[src/rtl/time_set_sequencer.sv]
// ============================================================================
//  Module   : time_set_sequencer
//  Purpose  : Front-end controller for the clock setting path. Synchronises and
//             debounces the mode (set) and advance (adv) buttons, runs the
//             RUN -> SET_HOURS -> SET_MINUTES -> RUN mode machine and emits
//             registered one-cycle strobes for the time counters.
//  Ports    : project_clk  in   sole clock
//             rst          in   asynchronous active-low reset
//             tick_1hz     in   one-cycle 1 Hz strobe (project_clk domain)
//             set, adv     in   raw asynchronous push-buttons, active-high
//             setting      out  high while in a set mode (freezes seconds)
//             inc_h, inc_m out  one-cycle hours / minutes increment strobes
//             clr_s        out  one-cycle seconds-clear strobe
//             mode         out  00 RUN, 01 SET_HOURS, 10 SET_MINUTES
//             blink        out  blank phase for the field being set
//  Macro    : TIME_SET_AUTO_REPEAT_EN enables auto-repeat while adv is held.
//  Revision : 1.0  initial release
// ============================================================================
`default_nettype none

module time_set_sequencer #(
  parameter logic [15:0] DEBOUNCE_CYCLES = 16'd50000,
  parameter logic [7:0]  TIMEOUT_S       = 8'd10,
  parameter logic [23:0] REPEAT_DELAY    = 24'd25000000,
  parameter logic [23:0] REPEAT_RATE     = 24'd5000000
) (
  input  logic       project_clk,
  input  logic       rst,
  input  logic       tick_1hz,
  input  logic       set,
  input  logic       adv,
  output logic       setting,
  output logic       inc_h,
  output logic       inc_m,
  output logic       clr_s,
  output logic [1:0] mode,
  output logic       blink
);

  localparam logic [1:0] c_RUN   = 2'b00;
  localparam logic [1:0] c_SET_H = 2'b01;
  localparam logic [1:0] c_SET_M = 2'b10;

  logic [1:0] w_raw;
  logic [1:0] w_press;
  logic       w_set_press;
  logic       w_adv_press;
  logic       w_in_set;
  logic       w_to_hit;
  logic       w_repeat;
  logic       w_adv_acc;
  logic       w_expire;

  logic [1:0] mode_q,    mode_d;
  logic       setting_q, setting_d;
  logic       inc_h_q,   inc_h_d;
  logic       inc_m_q,   inc_m_d;
  logic       clr_s_q,   clr_s_d;
  logic       blink_q,   blink_d;
  logic [7:0] to_cnt_q,  to_cnt_d;

  // --------------------------------------------------------------------------
  // Button conditioning: bit 0 = set, bit 1 = adv
  // --------------------------------------------------------------------------
  assign w_raw = {adv, set};

  for (genvar gi = 0; gi < 2; gi++) begin : g_btn
    logic        sync1_q;
    logic        sync2_q;
    logic        deb_q;
    logic        deb_prev_q;
    logic [15:0] cnt_q;

    always_ff @(posedge project_clk or negedge rst) begin
      if (!rst) begin
        sync1_q    <= 1'b0;
        sync2_q    <= 1'b0;
        deb_q      <= 1'b0;
        deb_prev_q <= 1'b0;
        cnt_q      <= '0;
      end else begin
        sync1_q    <= w_raw[gi];
        sync2_q    <= sync1_q;
        deb_prev_q <= deb_q;
        // Any return to the debounced level restarts the stability window
        if (sync2_q == deb_q) begin
          cnt_q <= '0;
        end else if (cnt_q == DEBOUNCE_CYCLES - 16'd1) begin
          deb_q <= sync2_q;
          cnt_q <= '0;
        end else begin
          cnt_q <= cnt_q + 16'd1;
        end
      end
    end

    assign w_press[gi] = deb_q & ~deb_prev_q;
  end

  assign w_set_press = w_press[0];
  assign w_adv_press = w_press[1];
  assign w_in_set    = (mode_q != c_RUN);

  // Expiry is evaluated on the tick that would take the count to TIMEOUT_S
  assign w_to_hit = w_in_set & tick_1hz &
                    (({1'b0, to_cnt_q} + 9'd1) >= {1'b0, TIMEOUT_S});

  // --------------------------------------------------------------------------
  // Auto-repeat
  // --------------------------------------------------------------------------
`ifdef TIME_SET_AUTO_REPEAT_EN
  logic        w_adv_held;
  logic [23:0] w_hold_target;
  logic [23:0] hold_cnt_q, hold_cnt_d;
  logic        rep_phase_q, rep_phase_d;

  assign w_adv_held    = g_btn[1].deb_q;
  // First repeat waits REPEAT_DELAY, later ones REPEAT_RATE
  assign w_hold_target = rep_phase_q ? REPEAT_RATE : REPEAT_DELAY;

  always_comb begin
    w_repeat    = 1'b0;
    hold_cnt_d  = '0;
    rep_phase_d = 1'b0;
    // A set press or a timeout expiry changes mode, which clears the hold
    if (w_adv_held && w_in_set && !w_set_press) begin
      if (hold_cnt_q == w_hold_target) begin
        w_repeat    = 1'b1;
        hold_cnt_d  = 24'd1;
        rep_phase_d = 1'b1;
      end else if (!w_to_hit || w_adv_press) begin
        hold_cnt_d  = hold_cnt_q + 24'd1;
        rep_phase_d = rep_phase_q;
      end
    end
  end

  always_ff @(posedge project_clk or negedge rst) begin
    if (!rst) begin
      hold_cnt_q  <= '0;
      rep_phase_q <= 1'b0;
    end else begin
      hold_cnt_q  <= hold_cnt_d;
      rep_phase_q <= rep_phase_d;
    end
  end
`else
  logic w_repeat_unused;
  assign w_repeat        = 1'b0;
  assign w_repeat_unused = ^{REPEAT_DELAY, REPEAT_RATE};
`endif

  // set always wins over adv; accepted adv (press or repeat) wins over expiry
  assign w_adv_acc = w_in_set & ~w_set_press & (w_adv_press | w_repeat);
  assign w_expire  = w_to_hit & ~w_set_press & ~w_adv_acc;

  // --------------------------------------------------------------------------
  // FSM: state register
  // --------------------------------------------------------------------------
  always_ff @(posedge project_clk or negedge rst) begin
    if (!rst) begin
      mode_q    <= c_RUN;
      setting_q <= 1'b0;
      inc_h_q   <= 1'b0;
      inc_m_q   <= 1'b0;
      clr_s_q   <= 1'b0;
      blink_q   <= 1'b0;
      to_cnt_q  <= '0;
    end else begin
      mode_q    <= mode_d;
      setting_q <= setting_d;
      inc_h_q   <= inc_h_d;
      inc_m_q   <= inc_m_d;
      clr_s_q   <= clr_s_d;
      blink_q   <= blink_d;
      to_cnt_q  <= to_cnt_d;
    end
  end

  // --------------------------------------------------------------------------
  // FSM: next state
  // --------------------------------------------------------------------------
  always_comb begin
    mode_d = mode_q;
    case (mode_q)
      c_RUN:   if (w_set_press) mode_d = c_SET_H;
      c_SET_H: if (w_set_press) mode_d = c_SET_M;
               else if (w_expire) mode_d = c_RUN;
      c_SET_M: if (w_set_press || w_expire) mode_d = c_RUN;
      default: mode_d = c_RUN;
    endcase
  end

  // --------------------------------------------------------------------------
  // FSM: outputs (registered by the state register)
  // --------------------------------------------------------------------------
  always_comb begin
    inc_h_d   = (mode_q == c_SET_H) & w_adv_acc;
    inc_m_d   = (mode_q == c_SET_M) & w_adv_acc;
    clr_s_d   = (mode_q == c_SET_M) & (mode_d == c_RUN);
    setting_d = (mode_d != c_RUN);

    blink_d = blink_q;
    if ((mode_d == c_RUN) || (mode_d != mode_q)) begin
      blink_d = 1'b0;
    end else if (tick_1hz) begin
      blink_d = ~blink_q;
    end

    to_cnt_d = to_cnt_q;
    if ((mode_d == c_RUN) || (mode_d != mode_q) || w_adv_acc) begin
      to_cnt_d = '0;
    end else if (tick_1hz && (to_cnt_q != 8'hFF)) begin
      to_cnt_d = to_cnt_q + 8'd1;
    end
  end

  assign mode    = mode_q;
  assign setting = setting_q;
  assign inc_h   = inc_h_q;
  assign inc_m   = inc_m_q;
  assign clr_s   = clr_s_q;
  assign blink   = blink_q;

endmodule

`default_nettype wire

[config.mk]
export PLATFORM = sky130hd
export DESIGN_NAME = time_set_sequencer
export DESIGN_NICKNAME = d
export VERILOG_FILES = /design/src/rtl/time_set_sequencer.sv
export SDC_FILE = /design/constraint.sdc
export NUM_CORES = 1
export LEC_CHECK = 0
export ABC_AREA = 1
export CELL_PAD_IN_SITES_DETAIL_PLACEMENT = 0
export CELL_PAD_IN_SITES_GLOBAL_PLACEMENT = 2
export CORE_AREA = 2 2 87 89
export CTS_BUF_LIST = sky130_fd_sc_hd__clkbuf_16
export CTS_CLUSTER_DIAMETER = 200
export CTS_CLUSTER_SIZE = 30
export DETAILED_ROUTE_END_ITERATION = 12
export DIE_AREA = 0 0 89 91
export PLACE_DENSITY = 0.86
export REMOVE_ABC_BUFFERS = 1
export SLEW_MARGIN = 20
export SYNTH_ARGS = -nofsm -noshare
export SYNTH_HDL_FRONTEND = slang
export SYNTH_SLANG_ARGS = --single-unit
[constraint.sdc]
create_clock -name project_clk -period 5.1 [get_ports project_clk]
set_clock_uncertainty 0.05 [all_clocks]
set_input_delay 0.765 -clock project_clk [delete_from_list [all_inputs] [get_ports project_clk]]
set_output_delay 0.765 -clock project_clk [all_outputs]
set_load 0.02 [all_outputs]
# --- Word level (Yosys, flattened, before mapping) ---
# Index checks and enable logic that the tools add are counted.
totals:
  ff_bits: 55
  latch_bits: 0
  ram_bits: 0
  rom_bits: 0
  in_bits: 5
  output_inout_bits: 7
  wordCells: 73
  n_memories: 0
op_classes:
  n_addsub: 4
  n_mul: 0
  div: 0
  n_lt_le_gt_ge: 1
  n_eq_ne: 8
  n_shift: 0
  muxes: 13
  bitwise_logic: 18
  reduce_logical: 12
ops:
  columns: ["operator", "count"]
  rows:
  - ["two-way mux 16 bit", 4]
  - ["adder 16 x 1 -> 16 bit (second input constant)", 2]
  - ["== test 16 bit (second input constant)", 2]
  - ["two-way mux 8 bit", 2]
  - ["bitwise AND 1 bit", 11]
  - ["adder 8 x 1 -> 9 bit (second input constant)", 1]
  - [">= comparator 9 x 4 -> 1 bit (second input constant)", 1]
  - ["adder 8 x 1 -> 8 bit (second input constant)", 1]
  - ["two-way mux 2 bit", 4]
  - ["inequality test 8 bit (second input constant)", 1]
  - ["nonzero test 2 bit", 4]
  - ["inverter 1 bit", 7]
  - ["case mux 2 bit (3 select lines)", 1]
  - ["logical NOT 2 bit", 2]
  - ["AND reduction 2 bit", 2]
  - ["logical OR 1 bit", 3]
  - ["== test 1 bit", 2]
  - ["== test 2 x 1 -> 1 bit (second input constant)", 1]
  - ["== test 2 bit (second input constant)", 1]
  - ["two-way mux 1 bit", 2]
  - ["inequality test 2 bit", 1]
  - ["logical AND 1 bit", 1]

# --- Logic depth before layout (Yosys ltp) ---
depth:
  depth_word: 14
  ltp_mapped: 14
  depth_no_buf: 14

# --- Worst setup path before layout ---
# Ideal clock, no wire load.
synth_timing:
  path_kind: "register -> register"
  startpoint: "register to_cnt_q[0]"
  endpoint: "register to_cnt_q[0]"
  setup_ns: 0.074
  arrival_ns: 1.486
  required_time_ns: 4.976
  setup_slack_ns: 3.490
  stages_incl_launch_ff: 10
  n_path_buf: 0
  period_less_slack_ns: 1.610
  cell_sequence: "dfrtp_1 > ha_1 > nand3_1 > xor2_1 > nand2_1 > nor2_2 > nand2_2 > nand2_4 > nand4_4 > nor2_1"
synth_between:
  elab_chain_cells: 12
  word_cells_on_any_way: 20
  classes_between: "2 x add/sub; 1 x order compare; 2 x eq/ne; 6 x mux; 3 x bitwise; 6 x reduce/logical"
synth_lines:
  columns: ["item", "line_no", "text"]
  rows:
  - ["from (decl)", "60", "logic [7:0] to_cnt_q, to_cnt_d;"]
  - ["from (signal assigned)", "176", "to_cnt_q <= to_cnt_d;"]
  - ["adder 8 x 1 -> 9 bit", "106", "(({1'b0, to_cnt_q} + 9'd1) >= {1'b0, TIMEOUT_S});"]
  - [">= comparator 9 x 4 -> 1 bit", "106", null]
  - ["bitwise AND 1 bit", "105", "assign w_to_hit = w_in_set & tick_1hz &"]
  - ["bitwise AND 1 bit (2 in a row)", "155", "assign w_expire = w_to_hit & ~w_set_press & ~w_adv_acc;"]
  - ["two-way mux 2 bit or logical OR 1 bit (tied branches)", "188, 189", null]
  - ["two-way mux 2 bit (on tied branches)", "187, 189", null]
  - ["case mux 2 bit (3 select lines)", "185", "case (mode_q)"]
  - ["inequality test 2 bit or logical NOT 2 bit (tied branches)", "211", "if ((mode_d == c_RUN) || (mode_d != mode_q) || w_adv_acc) begin"]
  - ["logical OR 1 bit (2 in a row)", "211", null]
  - ["two-way mux 8 bit or nonzero test 2 bit (tied branches)", null, null]
# Parallel ways exist; a longest one is shown, timed or not. The select of a mux whose other input is x is not followed.
# A chain may end at the register's enable or synchronous reset.

# --- Final worst setup path ---
layout_timing:
  startpoint: "register mode_q[1] (netlist: mode[1])"
  endpoint: "output port mode[1]"
layout_rtl:
  columns: ["item", "line_no", "text"]
  rows:
  - ["from (decl)", "54", "logic [1:0] mode_q, mode_d;"]
  - ["from (signal assigned)", "162", "mode_q <= c_RUN;"]
  - ["from (signal assigned)", "170", "mode_q <= mode_d;"]
  - ["to (decl)", "36", "output logic [1:0] mode,"]
# No word-level cell between the ends.

==> flow_summary.ini <==
[drt]
drt_iter0_markers = 108
drt_wl_total_um = 5183
vias = 2110
viasPerCell = 4.617
drcViolationCount = 0
drtAntennaViolNets = 0
drtPass1Iterations = 4
detail_route.wl_per_cell_um = 11.34

[cells_and_area]
drive_gt1_share_pct = 10.61
diodes = 0
nFillCells = 744
layout.nets = 366
syn2layout_area_growth_pct = 13.09
final_cell_area_um2 = 3189

[clock_network]
insertion_delay_ns = 0.29
cts_buffer_depth = 2
htreeDepth = 2
cts_tree = done
cts_sinks = 55
clk_pin_slew_ns = 0.07
cts_resized = 0
postCtsHoldBufs = 0
cts_inserted_buffers = 5
cts_setup_buffers = 0
root_buffer = clkbuf_16

[critical_path]
end_kind = output pin
crit_family = buffers and inverters
cp_max_fo = 4
path_cells = clkdlybuf4s50_1
r2r-end = g_btn[0].cnt_q[5]$_DFF_PN0_
cp.arrival_ns = 1.31
worst-setup-path-type = register to output pin
ff2ff_path_depth = 9
timing.rr.start = g_btn[0].cnt_q[0]$_DFF_PN0_
r2r_slack_ns = 3.24
cpPeakStageDelay_ns = 0.62
required_ns = 4.28
cpMaxStageDelayCell = clkdlybuf4s50_1
crit_buf_inv = 1
cp-start-kind = register

[global_route]
grt_max_degree = 56
grt_pass1_vias = 2105
grt_use_total_pct = 14.52
grt-ovfl-total = 0
grt_pass1_wl_um = 9349
antenna_found_initial = 0

[floorplan]
fp.dieH_um = 91
start_util_pct = 39.52
io_pins = 12
row_count = 31
fp.coreArea_um2 = 7137
die_area_um2 = 8099
die_x_um = 89

[sta]
rsz0062_at_grt = no
timing.setup.tns_ns = 0
max_clock_freq_mhz = 471.1
tightest_slew_ns = 0.6983
setup_viol_count_final = 0
period_minus_slack_ns = 2.122
drv_slew = 0
min_period_over_period_pct = 41.62
hold_viol = 0
setup_ws_ns = 2.978
relSlewSlack_pct = 53.44

[placed_design]
placed_area_um2 = 3045
dp_hpwl_um = 3822
port_buffers = 11
place.gp.congestion = 0.7203
place_ws_ns = 2.984

[run_status]
status = finished, final reports clean

[hold_path]
hold_end = g_btn[0].sync2_q$_DFF_PN0_
holdCritStartpoint = g_btn[0].sync1_q$_DFF_PN0_
holdPathStages = 0
hold_class = register to register

[power]
p_leak_nw = 1.413
vdd_drop_max_mv = 0.1378
cellPowerDensity_nw_per_um2 = 254.1

[yosys]
syn_inst = 340
synth-seq-area-share_pct = 48.80
synth-seq-cells = 55
ys_types = 32
synth.cell_area_um2 = 2820
yosysWarnings = 0
syn_avg_cell_area_um2 = 8.295

[flow_run]
max_cap_violations = 0
## state kept, by name, indices dropped and copies added (netlist names), 2 cells and up
register,count
g_btn.deb_prev_q,2
mode,2
g_btn.cnt_q,32
g_btn.sync2_q,2
g_btn.deb_q,2
to_cnt_q,8
g_btn.sync1_q,2
## per-stage QoR
stage | cells | power, mW | hold slack (ns) | util (%)
CTS | 457 | 0.8250 | 0.3061 | 44.69
finish | 457 | 0.8104 | 0.3035 | 44.69
floorplan | 338 | 0.4657 | 0.2812 | -
global route | 457 | 0.8464 | 0.3181 | 44.69
global placement | 449 | 0.4825 | 0.2826 | 42.67
detailed placement | 449 | 0.4829 | 0.2885 | 42.67
## worst max path at each step
| stage | start | end | slack, ns | cells after the start |
|---|---|---|---|---|
| 2_1_floorplan | to_cnt_q[0]$_DFFE_PN0P_ | to_cnt_q[0]$_DFFE_PN0P_ | 3.49 | 9 |
| 3_3_place_gp | tick_1hz | to_cnt_q[2]$_DFFE_PN0P_ | 3.01 | 5 |
| 3_5_place_dp | tick_1hz | to_cnt_q[1]$_DFFE_PN0P_ | 2.98 | 5 |
| 4_1_cts | mode[1]$_DFF_PN0_ | mode[1] | 2.96 | 1 |
| 5_1_grt | mode[0]$_DFF_PN0_ | mode[0] | 2.93 | 1 |
| 6_report | mode[1]$_DFF_PN0_ | mode[1] | 2.98 | 1 |
## per-layer routing
layer,global-route usage [%],up-vias,share of wire (%)
met5,0,-,0
met4,3.358,0,1.0
met3,3.273,5,2.5
met2,22.57,25,45
met1,20.62,949,51
li1,-,1131,-
## cells in the mapped netlist, drive strengths merged
library cell,count,area [µm²]
nand2,64,255.3
nor2,61,259.0
dfrtp,55,1376
inv,48,180.2
nand3,22,120.1
a21oi,18,90.09
nor3,15,80.08
nand4,11,83.83
o21ai,9,45.04
xor2,8,70.07
nor3b,5,42.54
nor4,5,46.29
ha,4,50.05
xnor2,4,35.03
o21a,3,22.52
mux2,2,22.52
a31o,1,8.760
buf,1,7.510
clkbuf,1,3.750
nand3b,1,7.510
o21bai,1,7.510
or2,1,6.260
## kinds of logic after synthesis
group	Yosys count	synth area share, %
AND/OR/NAND/NOR	185	31.94
XOR/XNOR	12	3.727
multiplexers	2	0.7985
flip-flops	55	48.80
buffers and inverters	50	6.788
adder cells (fa/ha/maj)	4	1.775
AO/OA/AOI/OAI	32	6.167
## cell type report
type / count / area (µm²) / share of cell area (%)
Clock inverter: 3 / 18.77 / 0.5885
Clock buffer: 5 / 125.1 / 3.923
Timing Repair Buffer: 12 / 112.6 / 3.531
Sequential cell: 55 / 1376 / 43.15
Inverter: 48 / 180.2 / 5.649
Tap cell: 99 / 123.9 / 3.884
Multi-Input combinational cell: 235 / 1252 / 39.27
## layout by cell type (no fill, tap or decap), drive strengths merged
| cell | instances |
|---|---|
| nand4 | 11 |
| xnor2 | 4 |
| a31o | 1 |
| nand3b | 1 |
| o21a | 3 |
| nand3 | 22 |
| buf | 2 |
| clkinv | 2 |
| o21bai | 1 |
| nor3 | 15 |
| dfrtp | 55 |
| xor2 | 8 |
| a21oi | 18 |
| o21ai | 9 |
| ha | 4 |
| mux2 | 2 |
| or2 | 1 |
| clkdlybuf4s50 | 10 |
| nor4 | 5 |
| nand2 | 64 |
| clkbuf | 5 |
| inv | 49 |
| nor3b | 5 |
| nor2 | 61 |
## report_power, final
group	internal, mW	switching (mW)
clock network	0.182	0.155
logic	0.00839	0.0196
registers	0.441	0.00349
Power figures use the tool's default switching activity.
